==> src/rtl/mem_arbiter.sv <==
// mem_arbiter: shares one main-memory port between icache and dcache miss paths
module mem_arbiter #(
  parameter int ADDR_WIDTH  = 32,
  parameter int LINE_WIDTH  = 128,
  parameter int MEM_TIMEOUT = 64
) (
  input  logic                  clock,
  input  logic                  reset,
  input  logic                  icache_req_valid,
  input  logic [ADDR_WIDTH-1:0] icache_req_addr,
  output logic                  icache_rsp_valid,
  output logic [LINE_WIDTH-1:0] icache_rsp_data,
  input  logic                  dcache_req_valid,
  input  logic [ADDR_WIDTH-1:0] dcache_req_addr,
  input  logic                  dcache_req_is_store,
  input  logic [LINE_WIDTH-1:0] dcache_req_data,
  output logic                  dcache_rsp_valid,
  output logic [LINE_WIDTH-1:0] dcache_rsp_data,
  output logic                  mem_req_valid,
  output logic [ADDR_WIDTH-1:0] mem_req_addr,
  output logic                  mem_req_is_store,
  output logic [LINE_WIDTH-1:0] mem_req_data,
  input  logic                  mem_rsp_valid,
  input  logic [LINE_WIDTH-1:0] mem_rsp_data,
  output logic                  mem_timeout
);
  typedef enum logic [1:0] {IDLE, ISSUE, WAIT, RESP} state_t;
  localparam int CW = (MEM_TIMEOUT > 2) ? $clog2(MEM_TIMEOUT) : 1;
  state_t                state_q, state_d;
  logic                  owner_q, owner_d;
  logic                  last_q, last_d;
  logic [ADDR_WIDTH-1:0] addr_q, addr_d;
  logic                  st_q, st_d;
  logic [LINE_WIDTH-1:0] wdata_q, wdata_d;
  logic [CW-1:0]         cnt_q, cnt_d;
  logic                  mreq_q, mreq_d;
  logic                  irv_q, irv_d;
  logic                  drv_q, drv_d;
  logic [LINE_WIDTH-1:0] ird_q, ird_d;
  logic [LINE_WIDTH-1:0] drd_q, drd_d;
  logic                  to_q, to_d;
  logic                  gnt;
  logic                  fin;
  logic [LINE_WIDTH-1:0] rdata;
  assign icache_rsp_valid = irv_q;
  assign icache_rsp_data  = ird_q;
  assign dcache_rsp_valid = drv_q;
  assign dcache_rsp_data  = drd_q;
  assign mem_req_valid    = mreq_q;
  assign mem_req_addr     = addr_q;
  assign mem_req_is_store = st_q;
  assign mem_req_data     = wdata_q;
  assign mem_timeout      = to_q;
  // Next-state and registered-output computation; owner 1 = dcache, 0 = icache
  always_comb begin
    gnt     = dcache_req_valid && (!icache_req_valid || !last_q);
    fin     = mem_rsp_valid || cnt_q == CW'(MEM_TIMEOUT - 1);
    rdata   = (mem_rsp_valid && !st_q) ? mem_rsp_data : '0;
    state_d = state_q;
    owner_d = owner_q;
    last_d  = last_q;
    addr_d  = addr_q;
    st_d    = st_q;
    wdata_d = wdata_q;
    cnt_d   = cnt_q;
    mreq_d  = 1'b0;
    irv_d   = 1'b0;
    drv_d   = 1'b0;
    ird_d   = ird_q;
    drd_d   = drd_q;
    to_d    = 1'b0;
    case (state_q)
      IDLE: if (icache_req_valid || dcache_req_valid) begin
        owner_d = gnt;
        last_d  = gnt;
        addr_d  = gnt ? dcache_req_addr : icache_req_addr;
        st_d    = gnt && dcache_req_is_store;
        wdata_d = gnt ? dcache_req_data : '0;
        mreq_d  = 1'b1;
        state_d = ISSUE;
      end
      ISSUE: begin
        cnt_d   = '0;
        state_d = WAIT;
      end
      WAIT: begin
        cnt_d = cnt_q + CW'(1);
        if (fin) begin
          state_d = RESP;
          to_d    = !mem_rsp_valid;
          irv_d   = !owner_q;
          drv_d   = owner_q;
          ird_d   = owner_q ? ird_q : rdata;
          drd_d   = owner_q ? rdata : drd_q;
        end
      end
      default: state_d = IDLE;
    endcase
  end
  // State and output registers with synchronous reset
  always_ff @(posedge clock) begin
    if (reset) begin
      state_q <= IDLE;
      owner_q <= 1'b0;
      last_q  <= 1'b0;
      addr_q  <= '0;
      st_q    <= 1'b0;
      wdata_q <= '0;
      cnt_q   <= '0;
      mreq_q  <= 1'b0;
      irv_q   <= 1'b0;
      drv_q   <= 1'b0;
      ird_q   <= '0;
      drd_q   <= '0;
      to_q    <= 1'b0;
    end else begin
      state_q <= state_d;
      owner_q <= owner_d;
      last_q  <= last_d;
      addr_q  <= addr_d;
      st_q    <= st_d;
      wdata_q <= wdata_d;
      cnt_q   <= cnt_d;
      mreq_q  <= mreq_d;
      irv_q   <= irv_d;
      drv_q   <= drv_d;
      ird_q   <= ird_d;
      drd_q   <= drd_d;
      to_q    <= to_d;
    end
  end
endmodule

==> config.mk <==
export PLATFORM = sky130hd
export DESIGN_NAME = mem_arbiter
export DESIGN_NICKNAME = d
export VERILOG_FILES = /design/src/rtl/mem_arbiter.sv
export SDC_FILE = /design/constraint.sdc
export NUM_CORES = 1
export LEC_CHECK = 0
export ABC_AREA = 1
export CORE_AREA = 2 2 289 291
export DETAILED_ROUTE_END_ITERATION = 7
export DIE_AREA = 0 0 291 293
export GPL_ROUTABILITY_DRIVEN = 1
export GPL_TIMING_DRIVEN = 0
export PLACE_DENSITY = 0.53
export SLEW_MARGIN = 20
export SYNTH_ARGS = -nofsm -noshare
export SYNTH_HDL_FRONTEND = slang
export SYNTH_SLANG_ARGS = --single-unit
export TNS_END_PERCENT = 50
==> constraint.sdc <==
create_clock -name clock -period 1.7 [get_ports clock]
set_clock_uncertainty 0.15 [all_clocks]
set_input_delay 0.17 -clock clock [delete_from_list [all_inputs] [get_ports clock]]
set_output_delay 0.17 -clock clock [all_outputs]
set_load 0.02 [all_outputs]
==> results_dict.tcl <==
set metrics [dict create \
    outcome "finished with violations" \
    violations "setup timing" \
    synth.distinct_cells 20 \
    clock_path_buffers 3 \
    design.core.area_um2 81800 \
    ys_seq_area_share_pct 44.9 \
    crit_type "flop to output pin" \
    leakagePower_nw 15.9 \
    power.switching_mw 16.6 \
    worst_pin_slew_ps 833 \
    grt_max_degree 14 \
    drv_cap 0 \
    post_drt_wl_per_cell_um 18.8 \
    hold_class "input pin to flop" \
    worstPathMaxFanout 2 \
    ys_ff_latch 430 \
    numPlacedInstances 4725 \
    cp_slowest_cell "clkdlybuf4s50_1" \
    period_minus_slack_ps 1950 \
    grt_pass1_vias 20900 \
    worst_ep_arrival_time_ps 1630 \
    ir_drop_uv 873 \
    whs_ps 51.1 \
    overflow 0 \
    total_power_mw 43.0 \
    cts_tree "built" \
    fin_ws_ps -248 \
    cts_root_buf "clkbuf_16" \
    fillers 8434 \
    insertion_delay_ps 600 \
    required_ps 1380 \
    syn_area_um2 19200 \
    critPathLaunchType "flop" \
    yosysWarnings 0 \
    grtUsageTotal_pct 20.6 \
    dr.pass1.iters 5 \
    ios 747 \
    crit_family "buffers and inverters" \
    cts_sinks 430 \
    routed_wl_um 94200 \
    cpPeakStageDelay_ps 630 \
    dieWidth_um 291 \
    p_sw_share_pct 38.7 \
    final_area_um2 34100 \
    final_cells 5010 \
    synthCells 2909 \
    gp_congestion 0.862 \
    fp-row-count 105 \
    clk_pin_slew_ps 60 \
    nets 4224 \
    antenna_found_initial 11 \
    avgSynthCellArea_um2 6.59 \
    drtIter0Drc 1001 \
    post-route-period-util_pct 115 \
    power_per_cell_area_nw_per_um2 1260 \
    cp-end-kind "output pin" \
    share_comb_of_total_power_pct 43.4 \
    numCtsBuffers 53 \
    intPower_mw 26.3 \
    synth_nets 3239 \
    crit_path_cell_trace "clkdlybuf4s50_1" \
    top_layer "met5" \
    postRouteAntennaNets 0 \
    fmax_ghz 0.513 \
    rsz0062_at_grt "yes" \
    dp_hpwl_um 69400 \
    routed-wl-met2_um 47600 \
    portBuffers 745 \
    clkPwrFrac_pct 26.5 \
    initial_core_util_pct 23.4 \
    htreeDepth 2 \
    drive_gt1_share_pct 16.8 \
    dieArea_um2 85300 \
    drc 0 \
    met3_length_um 7500 \
    mostFrequentLayoutCells "664 x nand2_1, 514 x clkdlybuf4s50_1, 460 x inv_1" \
    die_y_um 293 \
    slew_headroom_pct 44.5 \
    setup_viol 565 \
    placedInstanceArea_um2 28000 \
    crit_buf_inv 1 \
    grt_pass1_wl_um 134000 \
    final_common_cell "nand2_1" \
    syn2layout_area_growth_pct 77.9 \
    p_seq_share_pct 30.1 \
    hold_viol 0 \
    vias 22000 \
    vias_per_cell 4.39 \
    wl_met1_um 36500 \
    slew_violations 0 \
]
## routing by layer
layer / GRT usage, % / up-vias
met4: 6.39 / 6
met2: 37.4 / 707
met3: 6.15 / 133
li1: - / 11000
met5: 0 / -
met1: 23.1 / 10200
## through the flow
step                utilization [%]  worst slack [ps]  TNS, ps
floorplan                         -             -2.64    -26.4
global placement               34.2             -1350  -434870
detailed placement             34.2             -1230  -388930
CTS                            39.0              -273  -129460
global route                   41.7              -324  -132450
finish                         41.7              -248   -81090
## Yosys cell counts (all sizes together)
cell	instances	area (µm²)
or2	1	6.26
a21oi	136	681
dfxtp	430	8610
nor3	2	10.0
clkinv	1	3.75
nand2	845	3170
o21ai	35	175
nor2	270	1010
inv	525	1970
nand3	136	681
nand4	258	1610
a31oi	32	200
o21bai	2	18.8
xor2	1	8.76
buf	93	445
ha	4	50.1
clkbuf	138	518
## registers in the layout, indices dropped and copies added, names as in the netlist
name / cells
dcache_rsp_data: 128
icache_rsp_data: 128
mem_req_data: 128
mem_req_addr: 32
cnt_q: 6
state_q: 2
dcache_rsp_valid: 1
icache_rsp_valid: 1
last_q: 1
mem_req_is_store: 1
mem_req_valid: 1
mem_timeout: 1
## repair_timing
| action | CTS | global route |
|---|---|---|
| gates resized for setup | 483 | 599 |
| buffers inserted | 7 | 10 |
| endpoints found under the setup margin | 851 | 736 |
| cloned | 9 | 22 |
| endpoints found under the hold margin | 117 | 0 |
| hold buffers | 138 | 0 |
| pin swaps | 44 | 139 |
## area by class of cell
cell class / count / area [µm²] / share of cell area (%)
Antenna cell: 6 / 15.0 / 0.0440
Clock inverter: 12 / 131 / 0.385
Buffer: 229 / 1770 / 5.20
Inverter: 526 / 1990 / 5.83
Timing Repair Buffer: 932 / 9610 / 28.2
Sequential cell: 430 / 8620 / 25.3
Tap cell: 1070 / 1340 / 3.92
Clock buffer: 83 / 1590 / 4.66
Multi-Input combinational cell: 1722 / 9050 / 26.5
## kinds of logic after synthesis
| logic type | count (synthesis) | share of synthesized area (%) |
|---|---|---|
| xor gates and xnor gates | 1 | 0.0457 |
| and+or+nand+nor | 1512 | 33.9 |
| DFF | 430 | 44.9 |
| adders and majority gates | 4 | 0.261 |
| AOI/OAI and AO/OA | 205 | 5.60 |
| buffers and inverters | 757 | 15.3 |
## path summary, 6_finish.rpt
kind | startpoint | to | slack, ps | cells past startpoint
max | mem_req_data[55] | mem_req_data[55] | -250 | 1
min reg2reg | mem_req_data[105] | mem_req_data[105] | 310 | 2
max reg2reg | cnt_q[1] | icache_rsp_data[28] | -240 | 11
min | dcache_req_addr[18] | mem_req_addr[18] | 50 | 3
## power groups by stage
stage	Sequential, mW	Clock, mW	Combinational (mW)
floorplan	14.8	0	5.96
global placement	12.9	0	15.0
detailed placement	13.0	0	15.0
CTS	12.8	11.7	15.7
global route	13.1	12.1	20.0
finish	12.9	11.4	18.6
Power figures use the tool's default switching activity.
